## config.mk

```make
export PLATFORM = sky130hd
export DESIGN_NAME = rx_frame_ctrl
export DESIGN_NICKNAME = d
export VERILOG_FILES = /design/src/rtl/rx_frame_ctrl.sv
export SDC_FILE = /design/constraint.sdc
export NUM_CORES = 1
export LEC_CHECK = 0
export BUFFER_PORTS_ARGS = -buffer_cell sky130_fd_sc_hd__buf_2
export CAP_MARGIN = 5
export CORE_ASPECT_RATIO = 0.8
export CORE_MARGIN = 2
export CORE_UTILIZATION = 55
export DETAILED_ROUTE_END_ITERATION = 7
export GPL_TIMING_DRIVEN = 0
export PLACE_DENSITY = 0.88
export SLEW_MARGIN = 10
export SYNTH_ARGS = -nofsm -noshare
export SYNTH_HDL_FRONTEND = slang
export SYNTH_SLANG_ARGS = --single-unit
```

## constraint.sdc

```tcl
create_clock -name rxclk -period 2.6 [get_ports rxclk]
set_input_delay 0 -clock rxclk [delete_from_list [all_inputs] [get_ports rxclk]]
set_output_delay 0 -clock rxclk [all_outputs]
set_load 0.01 [all_outputs]
```

## src/rtl/rx_frame_ctrl.sv

```systemverilog
// rx_frame_ctrl: two-bank receive frame buffer controller with commit/drop handling.
// Optional RX_FRAME_STATS_EN adds saturating frm_cnt/drop_cnt outputs.
module rx_frame_ctrl #(
  parameter int MAX_LEN = 1518,
  parameter int MIN_LEN = 46
) (
  input  logic        rxclk,
  input  logic        rxrstn,
  input  logic        rxdv,
  input  logic [7:0]  din,
  input  logic [13:0] addr,
  output logic        wr_en,
  output logic        wr_bank,
  output logic [13:0] wr_addr,
  output logic [7:0]  wr_data,
  output logic        frm_valid,
  output logic        frm_bank,
  output logic [13:0] frm_len,
  input  logic        frm_ready,
  output logic        drop
`ifdef RX_FRAME_STATS_EN
  ,
  output logic [15:0] frm_cnt,
  output logic [15:0] drop_cnt
`endif
);
  localparam logic [13:0] MAXL = 14'(MAX_LEN);
  localparam logic [13:0] MINL = 14'(MIN_LEN);
  typedef enum logic [1:0] {IDLE, RECV, DISCARD} state_t;
  state_t      state;
  logic        rxdv_q, wptr, rptr;
  logic [1:0]  full;
  logic [13:0] len;
  logic [13:0] flen [2];
  logic        rise, fall, pay, alloc, take, commit, rel;
  assign rise = rxdv & ~rxdv_q;
  assign fall = ~rxdv & rxdv_q;
  assign pay = rxdv && addr < MAXL;
  assign alloc = state == IDLE && rise && !full[wptr];
  assign take = pay && (alloc || state == RECV);
  assign commit = state == RECV && fall && len >= MINL;
  assign rel = frm_valid && frm_ready;
  assign frm_valid = full[rptr];
  assign frm_bank = rptr;
  assign frm_len = flen[rptr];
  always_ff @(posedge rxclk) begin
    if (!rxrstn) begin
      state   <= IDLE;
      rxdv_q  <= 1'b1;
      wptr    <= 1'b0;
      rptr    <= 1'b0;
      full    <= 2'b00;
      len     <= '0;
      flen[0] <= '0;
      flen[1] <= '0;
      wr_en   <= 1'b0;
      wr_bank <= 1'b0;
      wr_addr <= '0;
      wr_data <= '0;
      drop    <= 1'b0;
    end else begin
      rxdv_q <= rxdv;
      wr_en  <= take;
      drop   <= 1'b0;
      if (take) begin
        wr_bank <= wptr;
        wr_addr <= addr;
        wr_data <= din;
      end
      if (alloc) len <= take ? addr + 14'd1 : 14'd0;
      else if (take && addr >= len) len <= addr + 14'd1;
      // release frees the read bank; commit fills the write bank, never the same one
      if (rel) begin
        full[rptr] <= 1'b0;
        rptr       <= ~rptr;
      end
      if (commit) begin
        full[wptr] <= 1'b1;
        flen[wptr] <= len;
        wptr       <= ~wptr;
      end
      case (state)
        IDLE: if (rise) state <= full[wptr] ? DISCARD : RECV;
        RECV:
          if (fall) begin
            state <= IDLE;
            drop  <= !commit;
          end else if (rxdv && addr == MAXL) state <= DISCARD;
        DISCARD:
          if (fall) begin
            state <= IDLE;
            drop  <= 1'b1;
          end
        default: state <= IDLE;
      endcase
    end
  end
`ifdef RX_FRAME_STATS_EN
  always_ff @(posedge rxclk) begin
    if (!rxrstn) begin
      frm_cnt  <= '0;
      drop_cnt <= '0;
    end else begin
      if (commit && ~&frm_cnt) frm_cnt <= frm_cnt + 16'd1;
      if (drop && ~&drop_cnt) drop_cnt <= drop_cnt + 16'd1;
    end
  end
`endif
endmodule

```

==> results.sh, run 1 <==
export IMPL_synthFlopType="dfxtp_1"
export IMPL_ys_types=45
export IMPL_hold_viol=0
export IMPL_n_antenna_cell=0
export IMPL_clkPwrFrac_pct=43.4
export IMPL_maxCapViolations=0
export IMPL_dr_wl_met2_um=3850
export IMPL_die_w_um=95.2
export IMPL_place_congestion=0.847
export IMPL_totalWireLength_um=8210
export IMPL_ys_ff_latch=75
export IMPL_dp_slack_ns=0.182
export IMPL_seqPwrFrac_pct=48.5
export IMPL_cp_max_fo=14
export IMPL_routed_top_layer="met4"
export IMPL_async_reset_ff_share_pct=0
export IMPL_dp_hpwl_um=5850
export IMPL_swShare_pct=23.1
export IMPL_die_area_mm2=0.00733
export IMPL_cts_clk_slew_worst_paths_ns=0.08
export IMPL_final_common_cell="buf_2"
export IMPL_rsz0062_at_grt="no"
export IMPL_syn_area_per_cell_um2=10.6
export IMPL_cts_tree="built"
export IMPL_grt_use_total_pct=24.1
export IMPL_cts_setup_buffers=0
export IMPL_cts_root_buf="clkbuf_8"
export IMPL_syn_area_mm2=0.00366
export IMPL_worst_slack_ns=0.156
export IMPL_overflow=0
export IMPL_clkLatencyLatePin_ns=0.37
export IMPL_clk_path_buf_depth=2
export IMPL_hold_path_class="in2reg"
export IMPL_drive_gt1_share_pct=24.8
export IMPL_fin_nets=483
export IMPL_arrival_ns=2.41
export IMPL_drt_wirelength_per_cell_um=15.6
export IMPL_drcViolationCount=0
export IMPL_grt_pass1_wl_um=13500
export IMPL_syn_to_final_growth_pct=23.0
export IMPL_grt_pass1_vias=2871
export IMPL_start_util_pct=57.1
export IMPL_status="complete, no violations"
export IMPL_core_mm2=0.00641
export IMPL_synth_edf_count=28
export IMPL_final_max_slew_viol_count=0
export IMPL_critPathKind="reg2reg"
export IMPL_tightest_slew_ns=0.720
export IMPL_cp_slowest_cell="nand2b_1"
export IMPL_synthesis_nets=390
export IMPL_clock_fmax_ghz=0.409
export IMPL_crit_chain="nor4_1, o211ai_1, and3_1, and3_2, nand2b_1"
export IMPL_cts_sinks=75
export IMPL_grt_max_degree=15
export IMPL_slowest_delay_ns=0.48
export IMPL_dr_pass1_iters=4
export IMPL_rows=26
export IMPL_min_period_ns=2.44
export IMPL_num_vias=2833
export IMPL_ys_seq_area_share_pct=48.7
export IMPL_yosysWarningCount=0
export IMPL_cp_start_kind="register"
export IMPL_worstPathRequired_ns=2.56
export IMPL_die_h_um=77.0
export IMPL_ant_nets=0
export IMPL_ioPinCount=67
export IMPL_share_comb_of_total_power_pct=8.1
export IMPL_cpLargestDelayFamily="simple AND/OR/NAND/NOR gates"
export IMPL_cts_htree_levels=3
export IMPL_p_leak_nw=1.91
export IMPL_antenna_found_initial=0
export IMPL_port_buffers=66
export IMPL_period_share_pct=94.0
export IMPL_drt_iter0_markers=117
export IMPL_tns_ns=0
export IMPL_pwr_density_cell_mw_per_mm2=569
export IMPL_wl_met1_um=3690
export IMPL_worstPathBufferInverterCount=0
export IMPL_cts_buffers=9
export IMPL_synthCells=345
export IMPL_relSlewSlack_pct=52.0
export IMPL_fin_total_pwr_mw=2.56
export IMPL_peakVddDrop_mv=0.422
export IMPL_cts_resized_gates=0
export IMPL_endpoint_kind="register"
export IMPL_setup_violations_final=0
export IMPL_route_met3_wl_um=558
export IMPL_p_sw_mw=0.593
export IMPL_viasPerCell=5.38
export IMPL_fillCellCount=506
export IMPL_final_cell_count_no_fill=527
export IMPL_dp_cells=495
export IMPL_intPower_mw=1.97
export IMPL_layout_common_cells="66 x buf_2, 47 x dfxtp_1, 32 x mux2i_1, 29 x and2_1"
export IMPL_finClkSkew_ns=0.00660
export IMPL_fin_util_pct=70.3
==> layer usage <==
metal	up-vias	GRT usage (%)
li1	1391	-
met1	1333	32.0
met2	96	38.3
met3	13	6.88
met4	0	7.10
met5	-	0
==> area by class of cell <==
type	count	area [um^2]	share of cell area, %
multi-input combinational	235	1720	38.2
timing repair buffer	82	490	10.9
sequential	75	1780	39.6
clock inverter	7	124	2.75
buffer	14	78.8	1.75
clock buffer	9	124	2.75
tap	84	105	2.33
inverter	21	78.8	1.75
==> power groups by stage <==
stage          Combinational [mW]  Clock (mW)  Sequential, mW
6_report                    0.207        1.11            1.24
5_1_grt                     0.228        1.17            1.25
4_1_cts                     0.205        1.13            1.24
3_5_place_dp                0.185           0            1.27
3_3_place_gp                0.179           0            1.27
2_1_floorplan               0.111           0            1.27
==> tightest hold or removal path, delay by kind of cell <==
kind / cells / cell delay, ns
buffers and inverters: 1 / 0.17
multiplexers: 1 / 0.10
AND/OR/NAND/NOR: 1 / 0.08
==> what timing repair did <==
| item | CTS | global route |
|---|---|---|
| endpoints found under the hold margin | 19 | 0 |
| endpoints found under the setup margin | 0 | 0 |
| hold buffers | 16 | 0 |
==> synth_stat cells (all sizes together), types with 2 or more instances <==
cell type	number	area (um^2)
and2	29	181
clkbuf	10	37.5
mux2i	32	320
o21ai	3	15.0
mux2	15	169
and3	7	53.8
nor3b	3	22.5
a311oi	2	17.5
edfxtp	28	841
o22ai	2	18.8
a21oi	7	35.0
nor2b	3	18.8
nand3	14	70.1
nand4	4	25.0
dfxtp	47	941
xor2	7	61.3
a31o	3	26.3
xnor2	3	26.3
nor2	28	105
ha	19	238
a31oi	3	18.8
nand2	25	93.8
buf	4	41.3
nand2b	4	25.0
a21o	2	15.0
nor3	4	20.0
o2111a	2	22.5
nor4	4	25.0
inv	20	75.1
==> final timing paths <==
path | startpoint | end | slack [ns] | cells past startpoint
worst max-delay path | len[6] | flen[1][7] | 0.16 | 5
worst min-delay path | addr[5] | wr_addr[5] | 0.02 | 3
worst max register to register | len[6] | flen[1][7] | 0.16 | 5
worst min register to register | wr_addr[13] | wr_addr[13] | 0.48 | 1
==> logic make-up after synthesis <==
group	after synthesis	synth area share (%)
muxes	47	13.4
DFF	75	48.7
AOI/OAI and AO/OA	30	6.36
adders and majority gates	19	6.50
xor gates and xnor gates	10	2.39
and+or+nand+nor	129	18.4
buffers and inverters	35	4.31
==> sequential cells by signal, indices dropped and copies added (netlist names), named ones only <==
register  cells
flen         28
len          14
wr_addr      14
wr_data       8
full          2
state         2
drop          1
frm_bank      1
rxdv_q        1
wptr          1
wr_bank       1
wr_en         1
==> per-stage QoR <==
stage | hold WS, ns | area [um^2]
final | 0.0210 | 4500
after global routing | 0.0522 | 4500
after CTS | 0.00759 | 4500
after detailed placement | 0.253 | 4100
after global placement | 0.233 | 4100
after floorplan | 0.101 | 3660
Power figures use the tool's default switching activity.
==> inputs of run 2 (changes only) <==
CORE_UTILIZATION = 30   (was 55)
PLACE_DENSITY = 0.57   (was 0.88)
SLEW_MARGIN = unset   (was 10)
==> run 2 against run 1 <==
Effect of this change:
- global-route usage is 9.9 points lower
- first-iteration DRC count is 5.1% higher
- cell count is 12% higher
- non-clock buffer count is 5 lower
- clock skew is 0.0012 ns higher
==> results.sh, run 2 (synthesis gave the netlist of run 1 again) <==
export IMPL_ff2ff_path_depth=5
export IMPL_r2r_setup_slack_ns=0.22
export IMPL_worstPathRequired_ns=2.53
export IMPL_startpoint="len[6]"
export IMPL_clk_path_buf_depth=2
export IMPL_overflow=0
export IMPL_drt_iter0_markers=123
export IMPL_rsz0062_at_grt="no"
export IMPL_maxCapViolations=0
export IMPL_regArea_mm2=0.00178
export IMPL_r2r_start="len[6]"
export IMPL_multiInputGateArea_mm2=0.00172
export IMPL_place_congestion=0.869
export IMPL_hold_path_class="in2reg"
export IMPL_final_max_slew_viol_count=0
export IMPL_clkLatencyLatePin_ns=0.34
export IMPL_cpLargestDelayFamily="simple AND/OR/NAND/NOR gates"
export IMPL_grt_max_degree=15
export IMPL_viasPerCell=4.69
export IMPL_grtUsageMet1_pct=18.5
export IMPL_finClkSkew_ns=0.00776
export IMPL_use_met3_pct=4.57
export IMPL_layout_common_cells="66 x buf_2, 47 x dfxtp_1, 32 x mux2i_1, 29 x and2_1"
export IMPL_cts_root_buf="clkbuf_16"
export IMPL_fillCellCount=1190
export IMPL_dp_hpwl_um=6330
export IMPL_cp_start_kind="register"
export IMPL_endpoint_kind="register"
export IMPL_critPathKind="reg2reg"
export IMPL_dp_cells=563
export IMPL_crit_chain="nor4_1, o211ai_1, and3_1, and3_2, nand2b_1"
export IMPL_grt_use_met2_pct=22.0
export IMPL_drive_gt1_share_pct=25.1
export IMPL_ant_nets=0
export IMPL_slowest_delay_ns=0.48
export IMPL_period_share_pct=91.5
export IMPL_tightest_slew_ns=0.847
export IMPL_hold_viol=0
export IMPL_cts_sinks=75
export IMPL_fin_area_mm2=0.00459
export IMPL_cts_htree_levels=3
export IMPL_cts_resized_gates=0
export IMPL_reg_top3="flen: 28 flops, len: 14 flops, wr_addr: 14 flops"
export IMPL_dr_pass1_iters=4
export IMPL_relSlewSlack_pct=43.0
export IMPL_grt_pass1_wl_um=14200
export IMPL_n_antenna_cell=0
export IMPL_regMostFlops="flen"
export IMPL_ioPinCount=67
export IMPL_r2r_end="flen[1][9]"
export IMPL_grt_pass1_vias=2787
export IMPL_final_cell_count_no_fill=590
export IMPL_fin_hold_ws_ns=0.0144
export IMPL_crit_path_end="flen[1][9]"
export IMPL_start_util_pct=30.4
export IMPL_cp_num_cells=5
export IMPL_die_area_mm2=0.0131
export IMPL_clock_fmax_ghz=0.420
export IMPL_setup_violations_final=0
export IMPL_port_buffers=66
export IMPL_drt_wirelength_per_cell_um=14.7
export IMPL_cts_buffers=9
export IMPL_syn_to_final_growth_pct=25.5
export IMPL_fin_total_pwr_mw=2.71
export IMPL_antenna_found_initial=0
export IMPL_p_leak_nw=1.91
export IMPL_die_w_um=127
export IMPL_arrival_ns=2.31
export IMPL_pwr_density_cell_mw_per_mm2=589
export IMPL_tns_ns=0
export IMPL_fin_nets=478
export IMPL_cp_max_fo=14
export IMPL_grt_use_total_pct=14.2
export IMPL_rows=36
export IMPL_die_h_um=103
export IMPL_min_period_ns=2.38
export IMPL_worstPathBufferInverterCount=0
export IMPL_cp_slowest_cell="nand2b_1"
export IMPL_totalWireLength_um=8680
export IMPL_final_common_cell="buf_2"
export IMPL_peakVddDrop_mv=0.322
export IMPL_place_area_mm2=0.00418
export IMPL_largest_register_ffs=28
export IMPL_cts_tree="built"
export IMPL_num_vias=2769
export IMPL_core_mm2=0.0120
export IMPL_status="complete, no violations"
export IMPL_cts_clk_slew_worst_paths_ns=0.06
export IMPL_drcViolationCount=0
export IMPL_top_usage_layer="met2"
## run 2: cell count changes in the layout (fill, tap and decap cells not counted)
| cell | delta |
|---|---|
| bufinv_16 | -2 |
| clkbuf_16 | +9 |
| clkbuf_8 | -9 |
| clkinv_4 | +2 |
| clkinvlp_4 | +1 |
| dlygate4sd3_1 | -5 |
| inv_8 | -1 |
## run 2: layout make-up
type / instances / share of cell area [%]
clock inverters: 7 / 1.69
repair buffers: 77 / 9.59
inverters: 21 / 1.72
clock buffers: 9 / 4.90
well taps: 152 / 4.14
multi-input cells: 235 / 37.5
plain buffers: 14 / 1.72
flip-flops and latches: 75 / 38.8
## run 2: worst min path at each step
stage,start,endpoint,slack [ns],depth (start not counted)
floorplan,rxdv,rxdv_q,0.10,1
global placement,din[0],wr_data[0],0.24,3
detailed placement,din[4],wr_data[4],0.25,3
CTS,addr[8],wr_addr[8],0.006,3
global route,addr[9],wr_addr[9],0.05,3
finish,addr[10],wr_addr[10],0.01,3
## run 2: per-layer routing
| metal | vias to the layer above | share of wire [%] |
|---|---|---|
| met3 | 9 | 6.9 |
| met2 | 87 | 43 |
| li1 | 1390 | - |
| met1 | 1283 | 48 |
| met5 | - | 0 |
| met4 | 0 | 1.4 |
## run 2: worst min-delay path, delay by kind of cell
family	cells	cell delay, ns
muxes	1	0.09
buffers and inverters	1	0.15
and+or+nand+nor	1	0.07
## run 2: stage by stage
| step | util [%] | setup WS (ns) |
|---|---|---|
| global route | 38.2 | 0.0484 |
| finish | 38.2 | 0.222 |
| detailed placement | 34.8 | 0.199 |
| CTS | 38.2 | 0.167 |
| global placement | 34.8 | 0.168 |
| floorplan | - | 0.649 |
## run 2: repair_timing
| action | CTS | global route |
|---|---|---|
| buffers inserted | 0 | 0 |
| hold buffers | 11 | 0 |
| hold endpoints to repair | 12 | 0 |
| endpoints found under the setup margin | 0 | 0 |
## run 2: power breakdown
part / internal, mW / leakage (nW) / total, mW / switching [mW]
Combinational: 0.0830 / 1.10 / 0.201 / 0.118
Clock: 0.749 / 0.146 / 1.26 / 0.509
Sequential: 1.24 / 0.667 / 1.25 / 0.00891
==> inputs of run 3 (changes only) <==
CORE_MARGIN = unset   (was 2)
MAX_ROUTING_LAYER = met4   (was unset)
==> run 3 against run 2 <==
Effect of this change:
- the run now ends with DRC left
- maximum frequency rose by 2.5%
- total power is 4.9% higher
- global-route usage rose by 1.4 points
- cell count shrank 0.68%
- sequential share of layout area down 0.23 points
- critical path type unchanged
- highest routed layer unchanged
==> results.sh, run 3 (synthesis gave the netlist of run 1 again) <==
export IMPL_peakVddDrop_mv=0.361
export IMPL_fin_total_pwr_mw=2.84
export IMPL_cts_clk_slew_worst_paths_ns=0.05
export IMPL_n_antenna_cell=0
export IMPL_slowest_delay_ns=0.45
export IMPL_drive_gt1_share_pct=24.9
export IMPL_min_period_ns=2.32
export IMPL_viasPerCell=4.76
export IMPL_dr_pass1_iters=7
export IMPL_ant_nets=0
export IMPL_pwr_density_cell_mw_per_mm2=614
export IMPL_cp_slowest_cell="a2111o_1"
export IMPL_cp_start_kind="register"
export IMPL_startpoint="len[7]"
export IMPL_crit_chain="inv_1, ha_1, a21oi_1, o21ai_0, a2111o_1, o22ai_2, buf_6, mux2i_1"
export IMPL_cts_tree="built"
export IMPL_die_h_um=101
export IMPL_violations="DRC"
export IMPL_start_util_pct=31.3
export IMPL_fillCellCount=1154
export IMPL_drcViolationCount=2
export IMPL_worstPathBufferInverterCount=2
export IMPL_die_area_mm2=0.0126
export IMPL_place_congestion=0.861
export IMPL_cts_buffers=9
export IMPL_clock_fmax_ghz=0.431
export IMPL_holdCritStartpoint="addr[7]"
export IMPL_tightest_slew_ns=0.728
export IMPL_port_buffers=66
export IMPL_layout_common_cells="66 x buf_2, 47 x dfxtp_1, 32 x mux2i_1, 29 x and2_1"
export IMPL_relSlewSlack_pct=51.3
export IMPL_final_common_cell="buf_2"
export IMPL_regMostFlops="flen"
export IMPL_place_area_mm2=0.00418
export IMPL_grt_pass1_wl_um=14600
export IMPL_cts_setup_buffers=0
export IMPL_hold_viol=0
export IMPL_cts_sinks=75
export IMPL_antenna_found_initial=0
export IMPL_fin_util_pct=39.5
export IMPL_drt_iter0_markers=137
export IMPL_grt_use_total_pct=15.7
export IMPL_worstPathRequired_ns=2.85
export IMPL_reg_top3="flen: 28 flops, len: 14 flops, wr_addr: 14 flops"
export IMPL_fin_nets=478
export IMPL_cpLargestDelayFamily="compound AO/OA/AOI/OAI gates"
export IMPL_final_max_slew_viol_count=0
export IMPL_drt_wirelength_per_cell_um=15.1
export IMPL_period_share_pct=89.2
export IMPL_grt_max_degree=15
export IMPL_p_leak_nw=1.93
export IMPL_critPathKind="reg2reg"
export IMPL_largest_register_ffs=28
export IMPL_hold_path_class="in2reg"
export IMPL_r2r_start="len[7]"
export IMPL_multiInputGateArea_mm2=0.00172
export IMPL_finClkSkew_ns=0.00478
export IMPL_ioPinCount=67
export IMPL_grt_pass1_vias=2830
export IMPL_rows=35
export IMPL_dp_hpwl_um=6510
export IMPL_rsz0062_at_grt="no"
export IMPL_arrival_ns=2.57
export IMPL_status="complete, but fails checks"
export IMPL_die_w_um=125
export IMPL_cp_max_fo=10
export IMPL_maxCapViolations=0
export IMPL_core_mm2=0.0117
export IMPL_clkLatencyLatePin_ns=0.33
export IMPL_num_vias=2787
export IMPL_setup_violations_final=0
export IMPL_fin_area_mm2=0.00462
export IMPL_cts_root_buf="clkbuf_16"
export IMPL_totalWireLength_um=8880
export IMPL_endpoint_kind="register"
export IMPL_syn_to_final_growth_pct=26.3
export IMPL_regArea_mm2=0.00178
export IMPL_tns_ns=0
export IMPL_overflow=0
export IMPL_cts_htree_levels=3
export IMPL_clk_path_buf_depth=2
==> run 3: changes by cell type in the layout (fill, tap and decap cells not counted), sizes merged <==
cell and change:
bufinv +2, clkbuf +1, clkinv -1, clkinvlp -1, inv -1
==> run 3: report_power, final <==
group	total (mW)	internal (mW)	leakage [nW]	switching, mW
Clock	1.39	0.930	0.164	0.457
Sequential	1.25	1.24	0.667	0.00929
Combinational	0.204	0.0834	1.10	0.121
==> run 3: layout make-up <==
class	count	area share, %
buffer	14	1.71
clock buffer	10	4.96
clock inverter	6	2.25
inverter	21	1.71
multi-input combinational	235	37.3
sequential	75	38.6
tap	148	4.01
timing repair buffer	77	9.53
==> run 3: worst paths after layout <==
kind                      end  slack (ns)  cells after the start
setup / recovery       len[7]        0.28                      8
hold reg to reg   wr_addr[13]        0.47                      1
hold / removal     wr_addr[7]        0.02                      3
setup reg to reg       len[7]        0.28                      8
==> run 3: worst register-to-register path, cell delays in order, from the launching register on <==
cell      delay (ns)
dfxtp_1         0.42
inv_1           0.07
ha_1            0.31
a21oi_1         0.12
o21ai_0         0.09
a2111o_1        0.45
o22ai_2         0.34
buf_6           0.24
mux2i_1         0.20
==> run 3: routing by layer <==
layer,up-vias,part of all wire (%),track usage (%)
li1,1389,-,-
met1,1325,49,20.0
met2,69,45,24.8
met3,4,5.2,3.77
met4,0,0.55,4.22
met5,-,0,-
==> run 3: repair_timing <==
action	in CTS	in global routing
gates resized for setup	0	1
setup endpoints to repair	0	14
hold endpoints to repair	12	0
hold buffers	11	0
==> run 3: through the flow <==
step	worst slack [ns]	cells	hold slack, ns
4_1_cts	0.174	586	0.00973
3_3_place_gp	0.220	559	0.235
5_1_grt	0.144	586	0.0384
3_5_place_dp	0.183	559	0.250
6_report	0.280	586	0.0220
2_1_floorplan	0.649	345	0.101
